### src/rtl/sram_arbiter.sv
// sram_arbiter: shares one SRAM controller between the instruction-fetch
// master (m0) and the load/store master (m1). Round-robin arbitration, one
// buffered request per master, and resp/fault/rdata routing to the granted master.
module sram_arbiter #(
  parameter int AW   = 19,
  parameter int DW   = 32,
  parameter int ACCW = 2
) (
  input  logic            clk,
  input  logic            rst,
  input  logic [AW-1:0]   m0_addr,
  input  logic            m0_w_rb,
  input  logic [ACCW-1:0] m0_acc,
  input  logic [DW-1:0]   m0_wdata,
  input  logic            m0_req,
  output logic            m0_resp,
  output logic            m0_fault,
  output logic [DW-1:0]   m0_rdata,
  input  logic [AW-1:0]   m1_addr,
  input  logic            m1_w_rb,
  input  logic [ACCW-1:0] m1_acc,
  input  logic [DW-1:0]   m1_wdata,
  input  logic            m1_req,
  output logic            m1_resp,
  output logic            m1_fault,
  output logic [DW-1:0]   m1_rdata,
  output logic [AW-1:0]   s_addr,
  output logic            s_w_rb,
  output logic [ACCW-1:0] s_acc,
  output logic [DW-1:0]   s_wdata,
  output logic            s_req,
  input  logic            s_resp,
  input  logic            s_fault,
  input  logic [DW-1:0]   s_rdata
);

  localparam logic [1:0] ST_IDLE  = 2'd0;
  localparam logic [1:0] ST_ISSUE = 2'd1;
  localparam logic [1:0] ST_WAIT  = 2'd2;

  logic [1:0]      state;
  logic            gnt;
  logic            last;
  logic            busy;

  logic            pend0, pend1;
  logic [AW-1:0]   p0_addr, p1_addr;
  logic            p0_w_rb, p1_w_rb;
  logic [ACCW-1:0] p0_acc, p1_acc;
  logic [DW-1:0]   p0_wdata, p1_wdata;

  logic            out0, out1;
  logic            take0, take1;
  logic            e0, e1;
  logic            grant;
  logic            win;

  logic [AW-1:0]   win_addr;
  logic            win_w_rb;
  logic [ACCW-1:0] win_acc;
  logic [DW-1:0]   win_wdata;

  // A master is outstanding while buffered or while its transaction is in
  // flight; a new req from an outstanding master is dropped, not queued.
  assign busy  = (state != ST_IDLE);
  assign out0  = pend0 | (busy & ~gnt);
  assign out1  = pend1 | (busy & gnt);
  assign take0 = m0_req & ~out0;
  assign take1 = m1_req & ~out1;
  assign e0    = pend0 | take0;
  assign e1    = pend1 | take1;
  assign grant = (state == ST_IDLE) & (e0 | e1);

  // Round-robin pick: on a tie the master that was not granted last wins,
  // a lone requester wins outright.
  always_comb begin
    win = 1'b0;
    if (e0 && e1) begin
      win = ~last;
    end else begin
      win = e1;
    end
  end

  // Winner payload: the buffered slot takes priority over the live inputs.
  always_comb begin
    win_addr  = m0_addr;
    win_w_rb  = m0_w_rb;
    win_acc   = m0_acc;
    win_wdata = m0_wdata;
    if (win) begin
      if (pend1) begin
        win_addr  = p1_addr;
        win_w_rb  = p1_w_rb;
        win_acc   = p1_acc;
        win_wdata = p1_wdata;
      end else begin
        win_addr  = m1_addr;
        win_w_rb  = m1_w_rb;
        win_acc   = m1_acc;
        win_wdata = m1_wdata;
      end
    end else if (pend0) begin
      win_addr  = p0_addr;
      win_w_rb  = p0_w_rb;
      win_acc   = p0_acc;
      win_wdata = p0_wdata;
    end
  end

  // Transaction FSM: IDLE grants, ISSUE presents s_req for one cycle and
  // catches a fault, WAIT holds until the controller responds.
  always_ff @(posedge clk) begin
    if (rst) begin
      state <= ST_IDLE;
      gnt   <= 1'b0;
      last  <= 1'b1;
    end else begin
      case (state)
        ST_IDLE: begin
          if (grant) begin
            state <= ST_ISSUE;
            gnt   <= win;
            last  <= win;
          end
        end
        ST_ISSUE: begin
          state <= s_fault ? ST_IDLE : ST_WAIT;
        end
        ST_WAIT: begin
          if (s_resp) begin
            state <= ST_IDLE;
          end
        end
        default: begin
          state <= ST_IDLE;
        end
      endcase
    end
  end

  // Master 0 pending slot: captures any accepted request that is not issued
  // directly at this edge, and empties when its contents are granted.
  always_ff @(posedge clk) begin
    if (rst) begin
      pend0    <= 1'b0;
      p0_addr  <= '0;
      p0_w_rb  <= 1'b0;
      p0_acc   <= '0;
      p0_wdata <= '0;
    end else if (grant && !win) begin
      pend0 <= 1'b0;
    end else if (take0) begin
      pend0    <= 1'b1;
      p0_addr  <= m0_addr;
      p0_w_rb  <= m0_w_rb;
      p0_acc   <= m0_acc;
      p0_wdata <= m0_wdata;
    end
  end

  // Master 1 pending slot: same capture/release rules as master 0.
  always_ff @(posedge clk) begin
    if (rst) begin
      pend1    <= 1'b0;
      p1_addr  <= '0;
      p1_w_rb  <= 1'b0;
      p1_acc   <= '0;
      p1_wdata <= '0;
    end else if (grant && win) begin
      pend1 <= 1'b0;
    end else if (take1) begin
      pend1    <= 1'b1;
      p1_addr  <= m1_addr;
      p1_w_rb  <= m1_w_rb;
      p1_acc   <= m1_acc;
      p1_wdata <= m1_wdata;
    end
  end

  // Slave payload register: loaded on a grant and held through WAIT.
  always_ff @(posedge clk) begin
    if (rst) begin
      s_addr  <= '0;
      s_w_rb  <= 1'b0;
      s_acc   <= '0;
      s_wdata <= '0;
    end else if (grant) begin
      s_addr  <= win_addr;
      s_w_rb  <= win_w_rb;
      s_acc   <= win_acc;
      s_wdata <= win_wdata;
    end
  end

  // s_req is high exactly in ISSUE; responses are routed only inside their
  // valid window, and a reset cycle suppresses them entirely.
  assign s_req    = (state == ST_ISSUE);
  assign m0_fault = ~rst & (state == ST_ISSUE) & s_fault & ~gnt;
  assign m1_fault = ~rst & (state == ST_ISSUE) & s_fault &  gnt;
  assign m0_resp  = ~rst & (state == ST_WAIT)  & s_resp  & ~gnt;
  assign m1_resp  = ~rst & (state == ST_WAIT)  & s_resp  &  gnt;
  assign m0_rdata = s_rdata;
  assign m1_rdata = s_rdata;

endmodule

### config.mk
export PLATFORM = sky130hd
export DESIGN_NAME = sram_arbiter
export DESIGN_NICKNAME = d
export VERILOG_FILES = /design/src/rtl/sram_arbiter.sv
export SDC_FILE = /design/constraint.sdc
export NUM_CORES = 1
export LEC_CHECK = 0
export ABC_AREA = 1
export BUFFER_PORTS_ARGS = -buffer_cell sky130_fd_sc_hd__buf_2
export CORE_ASPECT_RATIO = 1.25
export CORE_MARGIN = 5
export CORE_UTILIZATION = 50
export CTS_CLUSTER_DIAMETER = 80
export DETAILED_ROUTE_END_ITERATION = 7
export PLACE_DENSITY_LB_ADDON = 0.3
export RECOVER_POWER = 25
export SLEW_MARGIN = 25
export SYNTH_ARGS = -nofsm -noshare
export SYNTH_HDL_FRONTEND = slang
export SYNTH_SLANG_ARGS = --single-unit
### constraint.sdc
create_clock -name clk -period 2.07 [get_ports clk]
set_clock_uncertainty 0.15 [all_clocks]
set_input_delay 0 -clock clk [delete_from_list [all_inputs] [get_ports clk]]
set_output_delay 0 -clock clk [all_outputs]
set_load 0.03 [all_outputs]
# After elaboration in Yosys (flattened, before gate mapping)
# Cells that the tools add are included.
[totals]
ff_bits = 168
inputBits = 146
out_inout_bits = 123
[classes]
eq_ne = 4
n_mux = 17
n_bitwise = 25
n_reduce_logical = 12
[op_table]
columns = ["op", "n"]
rows = [
  ["32-bit 2-to-1 mux", 3],
  ["19-bit 2-to-1 mux", 3],
  ["1-bit AND", 13],
  ["2-bit 2-to-1 mux", 6],
  ["2-bit AND reduction", 4],
  ["1-bit NOT", 7],
  ["2-bit one-hot mux with 3 select lines", 1],
  ["1-bit OR", 5],
  ["1-bit 2-to-1 mux", 4],
  ["2-bit != test (second input constant)", 2],
  ["2-bit OR reduction", 2],
  ["1-bit logical AND", 3],
  ["2-bit by 1-bit equality test with 1-bit output (second input constant)", 1],
  ["2-bit equality test (second input constant)", 1],
  ["2-bit logical NOT", 1],
  ["2-bit nonzero test", 1],
  ["1-bit logical NOT", 1],
]

# Logic depth before layout (Yosys ltp)
# Gate-level depths: netlist of the first run.
[depth]
ltp_word = 12
mapped_depth = 12

# Least setup slack after synthesis of the first run
# Ideal clock, no wire load.
[synth_timing]
kind = "flip-flop to flip-flop"
from = "register state[1]"
to = "register p0_addr[10]"
setup_ps = 115
arrival_ps = 1476
required_time_ps = 1805
path_slack_ps = 329
stages_incl_launch_ff = 12
path_buffers = 3
path_cell_list = "dfxtp_1 > o21ai_1 > nand2_1 > nand2_1 > nand2_2 > nand2_4 > nand3_1 > buf_4 > buf_6 > buf_6 > a21oi_1 > nor2_1"
[synth_between]
elab_chain_cells = 12
word_cells_on_any_way = 20
classes_between = "1 x mux; 13 x bitwise; 6 x reduce/logical"
[synth_rtl]
columns = ["element", "line", "source"]
rows = [
  ["from (decl)", "41", "logic [1:0] state;"],
  ["from (signal assigned)", "128", "state <= s_fault ? ST_IDLE : ST_WAIT;"],
  ["2-bit nonzero test", "65", "assign busy = (state != ST_IDLE);"],
  ["1-bit AND (on tied branches)", "66, 67", ""],
  ["1-bit OR (on tied branches)", "66, 67", ""],
  ["1-bit NOT (on tied branches)", "68, 69", ""],
  ["1-bit AND (on tied branches)", "68, 69", ""],
  ["1-bit OR (on tied branches)", "70, 71", ""],
  ["1-bit logical AND", "78", "if (e0 && e1) begin"],
  ["1-bit 2-to-1 mux", "78", ""],
  ["1-bit logical NOT", "151", "end else if (grant && !win) begin"],
  ["1-bit logical AND", "151", ""],
  ["1-bit NOT (no source line)", "n/a", ""],
  ["2-bit AND reduction (no source line) (*)", "n/a", ""],
  ["to (signal assigned)", "155", "p0_addr <= m0_addr;"],
  ["to (decl)", "47", "logic [AW-1:0] p0_addr, p1_addr;"],
]
# Mark *: on every way between the ends. The rest lies on a longest branch, timed or not.
# A chain may end at the register's enable or synchronous reset.

# Worst setup path after layout of the first run
[layout_timing]
from = "register state[1]"
to = "register p0_addr[2]"
# The elaborated chain is that of the path after synthesis.

==> run metrics, run 1 <==
Synth Area in Adders 0%; Synth Area in Compound Gates 12.8%; Hold Vio Cnt, Final 0; die width 129 um; Die Height 158 um; first-pass GRT wire length 41800 um; Num Clock Sinks 168; vias in the first global route 8563; die area 20400 um^2; post-route minimum period 1.88 ns; initial core utilization 50.7%; Setup Buffers After CTS 0; unrepaired setup endpoints after global routing no; Slew headroom 53.9%; critical path type reg2reg; worst hold start rst; Yosys top cell area share 38.2%; WL/cell 15.2 um; most area-hungry cell type in the Yosys netlist dfxtp_1; R2R Path End p0_addr[2]; DRC violations left 0; Placer Congestion 0.841; CP endpoint kind flip-flop; clk_lat worst skew 0.42 ns; Std-Cell Rows 54; clock tree from TritonCTS done; main combinational cell family by area after synthesis simple AND/OR/NAND/NOR gates; Min-Delay Endpoint last; Via density 5.25; Clock transition at path regs 0.06 ns; IO Count 269; path depth of the worst reg2reg path 9; total gr overflow 0; crit-path most repeated cell nand2_1; slowest CP cell dfxtp_2; Slew @ Worst Pin 0.692 ns; worst path arrival time 2.04 ns; Max FO, Critical Path 60; Post-Synth XOR/XNOR Area 0%; CTS Buf Count 17; Port Buffers 172; routed wire length 26500 um; Synth Register Bits 168; simple logic cell fraction of the synthesized area 28.8%; reg2reg setup slack 0.19 ns; Yosys cell types 26; Worst R2R Start state[1]; Final Cycle Share 90.7%; Worst Path Buf+Inv 1; largest net degree at the start of global routing 69; core area 17400 um^2; Final WS setup 0.193 ns; sequential share of the synthesized area 38.2%; HPWL after detailed placement 15800 um; area of the multi-input gates 4300 um^2; share of layout cells above drive strength 1 20.2%; area grow syn2layout 30.8%; iteration-0 DRC count of the detailed router 612; Slew Viols, Final 0; Post-Syn Area 8800 um^2; Hold Path Class in2reg; Total GRT Usage 25.3%; Gate Count Post-Synth 1294; fmax 533 MHz; H-Tree Depth 4; final setup fails 0; fillers 1464; YS warnings 0; Hold WS 0.0706 ns; nets 1648; max_cap viols 0; PD cells 1090 nW/um^2; delay-heaviest family, CP simple AND/OR/NAND/NOR gates; mux cell area share after synthesis 6.91%; Fin Setup TNS 0 ns; antenna violations before repair 1; Detail Route Antenna Nets 0; sequential cell area 3370 um^2; via count 9132; worst hold stages 3; Synth Net Count 1440; CP startpoint kind flip-flop; dpl ws 0.103 ns; Detailed Routing Iterations Pass 1 7; mean post-synth cell area 6.80 um^2; Max IR drop VDD 0.000626 V; top cells by area, synth dfxtp_1 38%, nand2_1 14%, nor2_1 7.3%; Worst Path Required 2.24 ns; outcome complete, no violations; Bufs on Longest Clock Path 2; cells along the critical path o21ai_2 -> nand2_1 -> nand2_1 -> nand2_2 -> nand2_8 -> nand3_4 -> buf_16 -> a21oi_1 -> nor2_1; LEAKAGE 0.00529 uW; Critical Path Max Stage Delay 0.37 ns; root buf cell clkbuf_16
[stage by stage]
step	std cells	util (%)	instance area, um^2	power, uW
after floorplan	1294	-	8800	7800
after global placement	1563	54.4	9450	8810
after detailed placement	1563	54.4	9450	8880
after CTS	1738	66.2	11500	12500
after global routing	1739	66.3	11500	13300
final	1739	66.3	11500	12500
[registers in the layout, indices dropped and copies added, names as in the netlist]
| register | count |
|---|---|
| state | 2 |
| p1_w_rb | 1 |
| s_acc | 2 |
| p0_acc | 2 |
| s_addr | 19 |
| pend1 | 1 |
| gnt | 1 |
| pend0 | 1 |
| s_wdata | 32 |
| p1_wdata | 32 |
| p0_addr | 19 |
| p1_addr | 19 |
| p1_acc | 2 |
| last | 1 |
| p0_w_rb | 1 |
| p0_wdata | 32 |
| s_w_rb | 1 |
[final cells by class]
class | instances | area share (%)
multi-input cells | 901 | 37.3
flip-flops and latches | 168 | 29.3
repair buffers | 350 | 23.5
clock buffers | 19 | 3.93
well taps | 224 | 2.43
inverters | 64 | 2.15
clock inverters | 12 | 1.29
diodes | 1 | 0.0217
[worst register-to-register path: cells and delay by family (launching register included)]
kind | cells | cell delay (ns)
compound gates | 2 | 0.38
buf+inv | 1 | 0.20
flops | 1 | 0.37
simple gates | 6 | 0.68
[per-layer routing]
layer | GRT usage [%] | routed length, um
met5 | 0 | 0
met4 | 12.9 | 1060
met3 | 4.60 | 1870
met2 | 43.9 | 13100
met1 | 29.8 | 10500
[synth_stat cells (all sizes together)]
cell	count
a21oi	111
buf	126
clkbuf	35
dfxtp	168
inv	64
mux2	54
nand2	336
nand3	112
nand4	1
nor2	173
nor3	3
o21a	1
o21ai	109
o21bai	1
[layout by cell type, fill, tap and decap left out, drive strengths merged]
| cell type | n |
|---|---|
| clkbuf | 27 |
| buf | 198 |
| nand2 | 336 |
| o21bai | 1 |
| nand4 | 1 |
| nor3 | 3 |
| o21a | 1 |
| clkinvlp | 1 |
| diode | 1 |
| dfxtp | 168 |
| dlygate4sd3 | 144 |
| nor2 | 173 |
| o21ai | 109 |
| inv | 63 |
| clkinv | 9 |
| mux2 | 54 |
| nand3 | 112 |
| a21oi | 111 |
| bufinv | 3 |
[how the worst max path moves through the flow]
| stage | startpoint | end | slack, ns | cells past startpoint |
|---|---|---|---|---|
| final | state[1] | p0_addr[2] | 0.19 | 9 |
| after global routing | state[1] | p0_wdata[29] | 0.04 | 9 |
| after CTS | state[1] | s_acc[0] | 0.09 | 8 |
| after detailed placement | state[1] | s_addr[6] | 0.10 | 8 |
| after global placement | state[1] | s_addr[13] | 0.15 | 8 |
| after floorplan | state[1] | p0_addr[10] | 0.33 | 11 |
[cells by family (layout without fill, tap and decap cells)]
logic type             after synthesis  in the layout
AO/OA/AOI/OAI                      222            222
buffers and inverters              225            445
flip-flops                         168            168
multiplexers                        54             54
other                                0              1
AND/OR/NAND/NOR                    625            625
[repair_timing]
action | in CTS | in global routing
endpoints found under the setup margin | 0 | 101
endpoints found under the hold margin | 229 | 0
hold buffers | 144 | 0
gates resized for setup | 0 | 10
[report_power, final]
group	switching (uW)	leakage, uW	internal [uW]	total (uW)
registers	361	0.00139	3930	4290
logic	3160	0.00361	1800	4960
clock network	1330	0.000299	1950	3280
(Power assumes the default switching activity.)
==> run 2, diff against run 1 <==
--- a/config.mk
+++ b/config.mk
@@ -10,6 +10,7 @@
 export CORE_ASPECT_RATIO = 1.25
 export CORE_MARGIN = 5
 export CORE_UTILIZATION = 50
+export CTS_BUF_LIST = sky130_fd_sc_hd__clkbuf_2 sky130_fd_sc_hd__clkbuf_4 sky130_fd_sc_hd__clkbuf_8
 export CTS_CLUSTER_DIAMETER = 80
 export DETAILED_ROUTE_END_ITERATION = 7
 export PLACE_DENSITY_LB_ADDON = 0.3
==> constraint.sdc (replaced) <==
create_clock -name clk -period 2.1 [get_ports clk]
set_clock_uncertainty 0.15 [all_clocks]
set_input_delay 0 -clock clk [delete_from_list [all_inputs] [get_ports clk]]
set_output_delay 0 -clock clk [all_outputs]
set_load 0.03 [all_outputs]
==> run 2 against run 1 <==
Net effect: total power decreased by 6.1%; setup slack worse by 0.086 ns; combinational power shrank 2%; critical path depth rose by 1; register-to-register slack got worse by 0.09 ns; final cell count fell by 0.12%; non-clock buffer count down 2; global-route usage grew 0.24 points; critical path type unchanged; critical endpoint is now p1_addr[6]; largest cell class unchanged; largest power group unchanged; highest routed layer unchanged.
==> run metrics, run 2 (synthesis gave the netlist of run 1 again) <==
outcome complete, no violations; root buf cell clkbuf_8; IO Count 269; clock tree from TritonCTS done; Port Buffers 172; via count 8964; Max FO, Critical Path 23; antenna violations before repair 0; Std-Cell Rows 54; fmax 502 MHz; die width 129 um; post-route minimum period 1.99 ns; Worst Path Buf+Inv 2; Die Height 158 um; dpl ws 0.0727 ns; routed wire length 26500 um; Final Cycle Share 94.9%; Slew headroom 53.7%; cells along the critical path o21ai_1 -> nand2_1 -> nand2_1 -> nand2_2 -> nand3_4 -> nand2_4 -> inv_6 -> buf_12 -> nor2_1 -> nor2_1; Placer Congestion 0.839; unrepaired setup endpoints after global routing yes; slowest CP cell dfxtp_2; commonest non-fill, non-tap cells in the layout 332 x nand2_1, 171 x nor2_1, 164 x dfxtp_1, 164 x buf_2, 145 x dlygate4sd3_1; nets 1646; Slew @ Worst Pin 0.695 ns; CTS Buf Count 17; largest registers p0_wdata: 32 flops, p1_wdata: 32 flops, s_wdata: 32 flops; ANT cells 0; DRC violations left 0; Detail Route Antenna Nets 0; Num Clock Sinks 168; Bufs on Longest Clock Path 2; largest net degree at the start of global routing 61; Final WS setup 0.106 ns; Max IR drop VDD 0.000558 V; area of the multi-input gates 4300 um^2; Worst Path Required 2.35 ns; worst path arrival time 2.24 ns; Critical Path Max Stage Delay 0.37 ns; first-pass GRT wire length 42100 um; clk_lat worst skew 0.46 ns; delay-heaviest family, CP simple AND/OR/NAND/NOR gates; Hold Path Class in2reg; Cells after DPL 1560; initial core utilization 50.7%; Via density 5.16; Clock transition at path regs 0.10 ns; iteration-0 DRC count of the detailed router 543; share of layout cells above drive strength 1 20.0%; CP startpoint kind flip-flop; die area 20400 um^2; area grow syn2layout 28.7%; critical path type reg2reg; most common cell after layout, fill and taps aside nand2_1; Hold Vio Cnt, Final 0; Total GRT Usage 25.5%; max_cap viols 0; total gr overflow 0; core area 17400 um^2; LEAKAGE 0.00520 uW; fillers 1523; Setup Buffers After CTS 0; H-Tree Depth 4; Detailed Routing Iterations Pass 1 7; vias in the first global route 8537; sequential cell area 3370 um^2; final setup fails 0; PD cells 1040 nW/um^2; CP endpoint kind flip-flop; Slew Viols, Final 0; WL/cell 15.3 um; HPWL after detailed placement 15900 um; fin cells 1737
## run 2: cell count changes in the layout (fill, tap and decap cells not counted), moves of 2 or more
cell	before	now
buf_4	21	19
bufinv_16	3	5
clkbuf_16	17	0
clkbuf_8	2	17
clkinv_2	7	3
clkinvlp_4	1	3
inv_6	1	4
## run 2: layout make-up
type | count | area share (%)
repair buffers | 348 | 23.6
clock buffers | 18 | 2.13
inverters | 64 | 2.21
clock inverters | 14 | 1.95
well taps | 224 | 2.47
flip-flops and latches | 168 | 29.7
multi-input cells | 901 | 37.9
## run 2: layer usage
layer	part of all wire (%)	vias to the layer above	global-route usage, %
met4	2.8	0	10.5
met2	50	309	45.4
li1	-	4502	-
met3	5.8	53	5.07
met5	0	-	0
met1	41	4100	29.9
## run 2: worst min-delay path: cells and delay by family
kind / cells / cell delay (ns)
compound gates: 1 / 0.06
buf+inv: 2 / 0.63
simple gates: 1 / 0.07
## run 2: report_power, final
group | total [uW] | leakage, uW | switching (uW) | internal (uW)
combinational | 4840 | 0.00359 | 3100 | 1730
sequential | 4230 | 0.00139 | 357 | 3870
clock | 2710 | 0.000224 | 1270 | 1440
total | 11800 | 0.00520 | 4730 | 7040
## run 2: what timing repair did
action                                  in CTS  in global routing
hold endpoints to repair                   230                  0
resized for setup                            1                  8
hold buffers                               145                  0
endpoints found under the setup margin       2                127
## run 2: final timing paths
path / startpoint / end / slack, ns / cells past startpoint
hold / removal: m1_wdata[18] / p1_wdata[18] / 0.18 / 4
setup / recovery: state[1] / p1_addr[6] / 0.11 / 10
hold reg to reg: s_addr[3] / s_addr[3] / 0.32 / 2
setup reg to reg: state[1] / p1_addr[6] / 0.11 / 10
## run 2: metrics by stage
stage / power, uW / TNS, ns / cell area, um^2 / util, % / hold slack [ns]
2_1_floorplan: 7690 / 0 / 8800 / - / -0.0183
3_3_place_gp: 8650 / 0 / 9400 / 54.1 / -0.150
3_5_place_dp: 8730 / 0 / 9400 / 54.1 / -0.150
4_1_cts: 11800 / 0 / 11300 / 65.2 / 0.146
5_1_grt: 12500 / -0.0111 / 11300 / 65.3 / 0.175
6_report: 11800 / 0 / 11300 / 65.3 / 0.180
